### config.mk
export PLATFORM = sky130hd
export DESIGN_NAME = vote_collector
export DESIGN_NICKNAME = d
export VERILOG_FILES = /design/src/rtl/vote_collector.sv
export SDC_FILE = /design/constraint.sdc
export NUM_CORES = 1
export LEC_CHECK = 0
export CAP_MARGIN = 20
export CORE_MARGIN = 2
export CORE_UTILIZATION = 45
export CTS_CLUSTER_DIAMETER = 200
export DETAILED_ROUTE_END_ITERATION = 12
export HOLD_SLACK_MARGIN = 0.12
export PLACE_DENSITY = 0.73
export SLEW_MARGIN = 20
export SYNTH_ARGS = -nofsm -noshare
export SYNTH_HDL_FRONTEND = slang
export SYNTH_SLANG_ARGS = --single-unit
### constraint.sdc
create_clock -name clk -period 1.8 [get_ports clk]
set_clock_uncertainty 0.05 [all_clocks]
set_input_delay 0.36 -clock clk [delete_from_list [all_inputs] [get_ports clk]]
set_output_delay 0.36 -clock clk [all_outputs]
set_load 0.01 [all_outputs]
### src/rtl/vote_collector.sv
// vote_collector
//   Sequential front-end for the 5-bit majority voter. Single-bit votes arrive
//   over a valid/ready handshake and are packed into a 5-bit ballot. Bit k of
//   the ballot holds the k-th accepted vote. When the fifth vote lands, the
//   ballot register is updated and ballot_valid pulses for one cycle, so the
//   downstream majority stage can sample it. A partial ballot is discarded by
//   clear or, optionally, by an inactivity timeout.
//
//   Optional feature macro: VOTE_TIMEOUT_EN (inactivity timeout in COLLECT).
//
// Ports
//   clk          in   single clock, rising edge
//   reset        in   synchronous, active-high reset
//   vote_in      in   vote value, qualified by vote_valid
//   vote_valid   in   producer has a vote on vote_in
//   vote_ready   out  collector can accept a vote this cycle (combinational)
//   clear        in   synchronous abort of the current partial ballot
//   ballot[4:0]  out  last completed ballot
//   ballot_valid out  one-cycle strobe: ballot was just updated
//   count[2:0]   out  votes accepted into the current ballot (0..5)
//   timeout      out  one-cycle strobe: partial ballot dropped by timeout
module vote_collector #(
  parameter int TIMEOUT = 15
) (
  input  logic       clk,
  input  logic       reset,
  input  logic       vote_in,
  input  logic       vote_valid,
  output logic       vote_ready,
  input  logic       clear,
  output logic [4:0] ballot,
  output logic       ballot_valid,
  output logic [2:0] count,
  output logic       timeout
);

  typedef enum logic [1:0] {
    IDLE    = 2'd0,
    COLLECT = 2'd1,
    DONE    = 2'd2
  } state_e;

  // The idle limit is an 8-bit quantity; reject out-of-range settings early.
  if (TIMEOUT < 1 || TIMEOUT > 255) begin : g_bad_timeout
    $error("vote_collector: TIMEOUT must be in 1..255");
  end

  state_e     state_q, state_d;
  logic [2:0] count_q, count_d;
  logic [4:0] shadow_q, shadow_d;
  logic [4:0] ballot_q, ballot_d;
  logic       bv_q, bv_d;
  logic       accept;

`ifdef VOTE_TIMEOUT_EN
  // Comparing against TIMEOUT-1 makes the limit "reached" in the TIMEOUT-th
  // idle cycle, so an accept in that same cycle can still win.
  localparam logic [7:0] IDLE_LAST = 8'(TIMEOUT - 1);
  logic [7:0] idle_q, idle_d;
  logic       timeout_q, timeout_d;
`endif

  assign vote_ready = (state_q != DONE) && !clear;
  assign accept     = vote_valid && vote_ready;

  always_comb begin
    state_d  = state_q;
    count_d  = count_q;
    shadow_d = shadow_q;
    ballot_d = ballot_q;
    bv_d     = 1'b0;
`ifdef VOTE_TIMEOUT_EN
    // Idle counter restarts on every accept, on state entry and outside COLLECT.
    idle_d    = 8'd0;
    timeout_d = 1'b0;
`endif
    if (clear) begin
      // Abort wins over a simultaneous vote and over a pending timeout.
      state_d  = IDLE;
      count_d  = 3'd0;
      shadow_d = 5'd0;
    end else begin
      case (state_q)
        IDLE, COLLECT: begin
          if (accept) begin
            shadow_d[count_q] = vote_in;
            count_d           = count_q + 3'd1;
            if (count_q == 3'd4) begin
              // Fifth vote is merged before the copy so it lands in ballot.
              state_d  = DONE;
              ballot_d = shadow_d;
              bv_d     = 1'b1;
            end else begin
              state_d = COLLECT;
            end
          end
`ifdef VOTE_TIMEOUT_EN
          else if (state_q == COLLECT) begin
            if (idle_q == IDLE_LAST) begin
              state_d   = IDLE;
              count_d   = 3'd0;
              shadow_d  = 5'd0;
              timeout_d = 1'b1;
            end else begin
              idle_d = idle_q + 8'd1;
            end
          end
`endif
        end
        DONE: begin
          state_d  = IDLE;
          count_d  = 3'd0;
          shadow_d = 5'd0;
        end
        default: begin
          state_d  = IDLE;
          count_d  = 3'd0;
          shadow_d = 5'd0;
        end
      endcase
    end
  end

  always_ff @(posedge clk) begin
    if (reset) begin
      state_q  <= IDLE;
      count_q  <= 3'd0;
      shadow_q <= 5'd0;
      ballot_q <= 5'd0;
      bv_q     <= 1'b0;
    end else begin
      state_q  <= state_d;
      count_q  <= count_d;
      shadow_q <= shadow_d;
      ballot_q <= ballot_d;
      bv_q     <= bv_d;
    end
  end

`ifdef VOTE_TIMEOUT_EN
  always_ff @(posedge clk) begin
    if (reset) begin
      idle_q    <= 8'd0;
      timeout_q <= 1'b0;
    end else begin
      idle_q    <= idle_d;
      timeout_q <= timeout_d;
    end
  end

  assign timeout = timeout_q;
`else
  assign timeout = 1'b0;
`endif

  assign ballot       = ballot_q;
  assign ballot_valid = bv_q;
  assign count        = count_q;

endmodule

==> results of run 1 <==
[worst min path at each step]
stage | from | to | slack (ns)
after floorplan | reset | ballot[1] | 0.37
final | ballot[4] | ballot[4] | 0.47
after global routing | ballot[2] | ballot[2] | 0.49
after CTS | ballot[4] | ballot[4] | 0.48
after global placement | ballot[2] | ballot[2] | 0.46
after detailed placement | ballot[4] | ballot[4] | 0.46
[metrics by stage]
step                      hold WS, ns  area (µm²)  power, µW  setup WS [ns]
after floorplan                 0.375         796        412          0.287
after global placement          0.457         975        440        -0.0275
after detailed placement        0.464         975        442        -0.0303
after CTS                       0.476        1020        682         0.0925
after global routing            0.493        1020        703         0.0416
final                           0.469        1020        672         0.0984
[final cells by class]
| cell class | count | area [µm²] |
|---|---|---|
| clock buffers | 4 | 36.3 |
| fillers | 142 | 671 |
| inverters | 6 | 22.5 |
| multi-input cells | 54 | 430 |
| flip-flops and latches | 16 | 324 |
| well taps | 17 | 21.3 |
| repair buffers | 20 | 184 |
[layout by cell type (no fill, tap or decap), types with 2 or more instances in the layout]
cell type / Yosys / final
clkbuf_4: 0 / 3
nor3_1: 2 / 2
o31ai_1: 2 / 2
nor3b_2: 3 / 3
and4_1: 2 / 2
a21oi_1: 12 / 12
mux2i_1: 6 / 6
inv_1: 3 / 3
inv_2: 3 / 3
dfxtp_2: 0 / 3
buf_4: 3 / 6
clkdlybuf4s50_1: 0 / 13
a211oi_1: 4 / 4
ha_1: 2 / 2
o2111ai_1: 7 / 7
dfxtp_1: 16 / 13
[cells by family (layout without fill, tap and decap cells)]
| family | after synthesis | after routing |
|---|---|---|
| buffers and inverters | 10 | 30 |
| multiplexers | 6 | 6 |
| AND/OR/NAND/NOR | 17 | 17 |
| adder cells (fa/ha/maj) | 2 | 2 |
| AO/OA/AOI/OAI | 28 | 28 |
| other | 1 | 1 |
| flip-flops | 16 | 16 |
[flip-flops by register name, summed over array words and instances (netlist names)]
register      flops
ballot_valid      1
count             3
state_q           2
ballot            5
shadow_q          5
[layer usage]
| metal | wire (µm) | up-vias | global-route usage |
|---|---|---|---|
| met5 | 0 | - | 0 |
| met4 | 21 | 0 | 0.0800 |
| met3 | 44 | 2 | 0.0588 |
| met2 | 839 | 11 | 0.294 |
| met1 | 764 | 327 | 0.228 |
| li1 | - | 345 | - |
[worst min-delay path: cells and delay by family (launching register included)]
family          cells  cell delay (ns)
compound gates      2             0.16
flops               1             0.32
[power groups by stage]
stage	combinational, µW	clock (µW)	sequential (µW)
floorplan	37.9	0	374
global placement	67.6	0	373
detailed placement	69.3	0	373
CTS	68.7	248	365
global route	75.9	261	366
finish	69.4	238	365
==> impl_summary.md, run 1 <==
Clock network
After clock tree synthesis, the setup repair step added 0 buffers. Clock-pin slew was measured on the worst setup and hold paths at about 0.09 ns. CTS built an H-tree with a depth of 1. The clock passes through at most 2 buffers.

The clock insertion delay at the later pin of the skew report is approximately 0.29 ns. Counting the buffers created by CTS gives 3. The tree is rooted in a clkbuf_4. In this run, post-CTS repair resized a total of 5 instances. Hold repair after CTS inserted 0 buffers. The CTS tree is yes.

The tree built by TritonCTS fans out to 16 sinks.

Synth
The synthesized design contains 16 register bits. The average cell area after synthesis is ~10 µm². The share of the Yosys chip area taken by registers is 0.403. The post-synthesis compound-gate area fraction is 0.244. The most used flip-flop cell after synthesis is dfxtp_1. The top cell type by total area after synthesis is dfxtp_1. The instance count of the mapped netlist is 80. Yosys mapped a number of flops with a built-in enable equal to 0.

The dominant combinational cell family by area after synthesis is compound AO/OA/AOI/OAI gates. The xor and xnor fraction of the mapped netlist area is 0. Sorting the synthesized cells by area gives the leading types as dfxtp_1 (40%), o2111ai_1 (7.7%), a21oi_1 (7.5%).

When the netlist entered floorplanning its net count stood at slightly below 90. The simple-gate area share of the yosys netlist is 0.179. In the post-synthesis netlist, the cell with the most instances is dfxtp_1. After synthesis the cells add up to 796 µm². The mux share of post-synthesis cell area is 0.0755.

In the synthesized netlist, the cells that appear most often are dfxtp_1 (16), a21oi_1 (12), o2111ai_1 (7). In the synthesized netlist the async set-or-reset flop fraction comes to 0. The share of synthesized area in the top cell type comes to 0.403. Counting distinct cell types in the post-synthesis netlist gives 28. The number of warnings issued by yosys is 0. Of the total synthesized cell area, the portion taken by full adders, half adders and majority gates is 0.0314.

STA
For this run, the top clock speed supported by timing is between 500 and 600 MHz. The number of hold violations in the final report is 0. The accumulated negative setup slack is 0 ns. The clock period could shrink to about 1.7 ns. Setup repair after global routing left no endpoint under its margin.

The post-route fraction of the period consumed by the critical path is 0.945. The setup-violating endpoint count in the final report is 0. The count of pins over their slew limit is 0.

Setup path
The largest driver fanout on the critical path is 9. The startpoint identified for the worst register-to-register timing path is count[1]. STA classifies the critical path startpoint as a flip-flop. Data on the critical path is required at its endpoint by ~1.4 ns.

The data arrival at the endpoint of the critical path is between 1 and 1.5 ns. The setup slack on the worst flop-to-flop path is around 0.31 ns. STA classifies the critical path endpoint as a primary output. For the worst flop-to-flop path, the logic depth is 5. The type of the worst setup path is reg2out. In this run the number of cells on the critical path is 1.

In this run the worst setup path terminates at count[1]. The terminus of the critical flop-to-flop path is ballot[4]. The critical path buffer and inverter count is 1. The delay contributed by the slowest stage of the critical path is between 0.5 and 0.6 ns. The signal on the critical path passes through clkdlybuf4s50_1. Tracing the worst setup path back leads to its startpoint at count[1].

The cell family contributing the most delay on the critical path is buffers and inverters. The cell with the biggest individual delay on the critical path is clkdlybuf4s50_1.

Power and ir drop
The internal portion of the total power is slightly above 500 µW. For this design the ratio of total power to cell area is 660 mW/mm². Summed over all cells, the static leakage comes to 0.000384 µW. Of the total power, combinational logic draws 0.103. The net switching component of the power is 158 µW. The worst supply voltage drop on vdd is 0.545 mV. The part of the total power dissipated in sequential elements is 0.543. The share of total power dissipated in the clock network is 0.354.

Of the total power, the share spent switching nets is 0.235.

Cells and area
Of the cells placed in the final design, the portion with a size suffix greater than 1 is 0.240. The post-synthesis to final-layout area growth is 28.0%. The finished layout holds between 100 and 150 standard cells, fillers aside.

The final core utilization is 0.603. The diode insertion count for antenna repair is 0. The net count of the finished layout is 108.

Outcome
The flow ran to the end, and the final reports show no timing, DRC or antenna violations.

Drt
After detailed routing, the total wire length is approximately 1700 µm. The count of unresolved DRC violations after routing is 0. The number of antenna-violating nets in the routed design is 0. The violation count after the first detailed-routing iteration is 14. The post-detailed-route wirelength per cell is around 14 µm.

The iteration count of the initial detailed-routing pass is 4. The routed layout has between 600 and 700 vias. The post-detailed-route via-to-cell ratio is roughly 5.9.

Place
At the end of routability-driven placement, the weighted congestion stood at 0.764. The count of buffers added on input and output ports is 14. The half-perimeter wire length after placement is 1250 µm. Including well taps, the total number of placed cells is 113.

Flow run
The reported max-cap violation count is 0.

GRT
The pin count of the biggest net entering global routing is 15. The global-route wire length before repair is between 2000 and 3000 µm. Global routing finished with a remaining overflow of 0. The number of antenna violations at the first check in global routing is 0.

The number of global-route vias before repair is 652. The total global routing track utilization is 0.185.

Die
The die covers about 0.0021 mm². The total area inside the core boundary comes to ~0.0017 mm². The initial cell density of the core is 0.471. Pin placement for this block handled 16 I/O pins. The vertical die dimension is between 40 and 50 µm. The width of the chip is about 46 µm. The number of placement rows is 15.

Worst hold path
The type of the tightest min-delay check is reg2reg. The depth of the worst hold-timing path is 2.
Power figures use the tool's default switching activity.
==> run 2, diff against run 1 <==
--- a/config.mk
+++ b/config.mk
@@ -16,3 +16,4 @@
 export SYNTH_ARGS = -nofsm -noshare
 export SYNTH_HDL_FRONTEND = slang
 export SYNTH_SLANG_ARGS = --single-unit
+export TNS_END_PERCENT = 10
==> results of run 2 <==
No change in the layout: final DEF, timing and power equal those of run 1.
==> run 3, diff against run 2 <==
--- a/config.mk
+++ b/config.mk
@@ -7,11 +7,12 @@
 export LEC_CHECK = 0
 export CAP_MARGIN = 20
 export CORE_MARGIN = 2
-export CORE_UTILIZATION = 45
+export CORE_UTILIZATION = 44
 export CTS_CLUSTER_DIAMETER = 200
 export DETAILED_ROUTE_END_ITERATION = 12
 export HOLD_SLACK_MARGIN = 0.12
-export PLACE_DENSITY = 0.73
+export PLACE_DENSITY = 0.75
+export REMOVE_ABC_BUFFERS = 1
 export SLEW_MARGIN = 20
 export SYNTH_ARGS = -nofsm -noshare
 export SYNTH_HDL_FRONTEND = slang
==> constraint.sdc (replaced) <==
create_clock -name clk -period 1.4 [get_ports clk]
set_clock_uncertainty 0.05 [all_clocks]
set_input_delay 0.28 -clock clk [delete_from_list [all_inputs] [get_ports clk]]
set_output_delay 0.28 -clock clk [all_outputs]
set_load 0.005 [all_outputs]
==> run 3 against run 2 <==
Against the previous run:
- cell area increased by 11%
- non-clock buffer count increased by 10
- final cell count increased by 15%
- wire length increased by 10%
- critical path depth increased by 1
- via count increased by 12%
- total power increased by 29%
- highest routed layer unchanged
==> impl_summary.md, run 3 (synthesized netlist as in run 1, its figures left out) <==
Clock network
TritonCTS built the clock tree. The buffer count from post-CTS setup fixing is 0. After clock tree synthesis, the clock-pin slew on the worst setup and hold paths is roughly 0.10 ns.

The number of buffers created by CTS is 3. Clock tree synthesis selected as its root buffer the cell clkbuf_4. The total number of clock tree sinks is 16. At the later pin of the worst-skew pair, clock insertion delay measures roughly 0.28 ns. The maximum clock insertion buffer count is 2. The number of H-tree levels is 1.

Setup path
Data on the critical path arrives at its endpoint at just over 1 ns. The number of cells traversed by the worst register-to-register path is 5. The largest single stage delay on the critical path is about 0.33 ns. The worst setup path is launched from a flip-flop. Together, buffers and inverters on the worst path number 2. Of all nets on the critical path, the largest fanout is 9.

The worst register-to-register path begins at count[1]. For flop-to-flop paths, the worst setup slack is 0.08 ns. The required time of the critical path is ~1.1 ns. The terminus of the critical flop-to-flop path is ballot[4]. The cell family contributing the most delay on the critical path is buffers and inverters. By startpoint and endpoint, the worst setup path is classified as reg2out. On the critical path, the stage with the largest delay is an instance of dfxtp_2. The critical path goes through buf_6 -> dlygate4sd2_1.

The type of element capturing the critical path is a primary output.

Die
The die is 46.5 µm wide. The floorplan has 15 rows. The vertical die dimension is about 47 µm.

The placeable core area is roughly 0.0017 mm². The die covers around 0.0022 mm². The initial utilization of the core area, before any placement, comes to 0.466. The total I/O pin count is 16.

Cells and area
The final core utilization is 0.659. The layout net count is 118. 0 antenna diodes ended up in the layout. The fraction of layout instances using a drive strength above 1 is 0.427. The finished layout holds roughly 140 standard cells, fillers aside. The layout has 136 filler cells. The most common library cell in the layout ignoring fill and taps is buf_4. Leaving out fill and tap cells, the most frequent cells in the layout are buf_4 (15), a21oi_1 (12), dlygate4sd2_1 (10), dfxtp_2 (9). The post-synthesis to final-layout area growth is 41.5%.

Drt
The total via count after detailed routing is around 760. The post-detailed-route via-to-cell ratio is around 5.7. The first detailed-routing pass took 4 iterations. The routed wire length is 1840 µm. The count of nets left with antenna violations once routing finished came out at 0.

The post-detailed-route wirelength per cell is about 14 µm. The count of unresolved DRC violations after routing is 0. For this block, the initial DRC count from the detailed router was 14.

Place
Routability-driven placement finished with a final weighted congestion of 0.808. The total instance count after detailed placement is approximately 130. Buffers placed on the I/O ports in this run total 14. Detailed placement finished with a half-perimeter wire length of 1390 µm.

STA
The accumulated negative setup slack is 0 ns. The number of hold violations in the final report is 0. The post-route fraction of the period consumed by the critical path is 0.956. Final hold analysis gives a worst-case slack of 0.469 ns. The shortest clock period the worst path allows after layout is around 1.3 ns.

The setup-violating endpoint count in the final report is 0. The count of pins over their slew limit was 0. The maximum clock frequency is approximately 750 MHz.

Flow run
The reported max-cap violation count is 0.

Worst hold path
The type of the tightest min-delay check is reg2reg. The worst hold path terminates at count[1]. The startpoint identified for the worst hold timing path is count[1]. The depth of the worst hold-timing path is 2.

Power and ir drop
Summed over all cells, the static leakage comes to approximately 0.00048 µW. The worst supply voltage drop on vdd is ~0.89 mV. The power density over cell area is roughly 770 mW/mm².

The total power is roughly 870 µW.

Outcome
The flow ran to the end, and the final reports show no timing, DRC or antenna violations.

GRT
The overflow left after global routing is 0. The number of antenna violations at the first check in global routing is 0. The total global routing track utilization is 0.189. The global-route wire length before repair is 2870 µm. The number of global-route vias before repair was between 600 and 700. The pin count of the biggest net entering global routing is 15.
[run 3: cell count changes in the layout (fill, tap and decap cells not counted), moves of 4 or more]
cell | previous run | this run
clkdlybuf4s50_1 | 13 | 3
buf_4 | 6 | 15
dlygate4sd2_1 | 1 | 10
dfxtp_1 | 13 | 7
dfxtp_2 | 3 | 9
a211oi_1 | 4 | 0
a211oi_2 | 1 | 5
[run 3: area by class of cell]
| cell class | count | area [µm²] | share of cell area |
|---|---|---|---|
| timing repair buffer | 30 | 246 | 0.219 |
| sequential | 16 | 332 | 0.294 |
| inverter | 6 | 22.5 | 0.0200 |
| tap | 25 | 31.3 | 0.0278 |
| clock buffer | 4 | 36.3 | 0.0322 |
| multi-input combinational | 54 | 458 | 0.407 |
[run 3: worst max path at each step]
stage / start / endpoint / slack (ns) / depth (start not counted)
final: count[0] / count[0] / 0.06 / 2
after global routing: count[1] / ballot[2] / -0.005 / 5
after CTS: state_q[0] / vote_ready / 0.02 / 3
after detailed placement: clear / count[0] / -0.31 / 4
after global placement: clear / vote_ready / -0.30 / 3
after floorplan: count[0] / ballot[4] / -0.08 / 5
[run 3: through the flow]
| step | cell area (µm²) | setup slack [ns] |
|---|---|---|
| detailed placement | 1060 | -0.308 |
| finish | 1130 | 0.0612 |
| floorplan | 768 | -0.0761 |
| global placement | 1060 | -0.296 |
| global route | 1130 | -0.00508 |
| CTS | 1100 | 0.0225 |
[run 3: worst register-to-register path, stage by stage, from the launching register on]
cell and delay, ns:
dfxtp_2 0.37, inv_1 0.05, ha_2 0.17, and4bb_4 0.22
and2_4 0.20, a211oi_2 0.20
[run 3: power by group]
part	switching [µW]	internal (µW)
Clock	138	158
Sequential	4.97	464
Combinational	55.4	49.5
Total	198	671
[run 3: per-layer routing]
metal,part of all wire,wire length [µm],track usage
met4,0.016,30,0.0686
met5,0,0,0
met2,0.51,941,0.325
met1,0.43,799,0.210
met3,0.035,65,0.0706
[run 3: timing repair]
item	CTS	global route
hold buffers	0	0
endpoints found under the setup margin	12	6
pin swaps	0	0
resized for setup	22	8
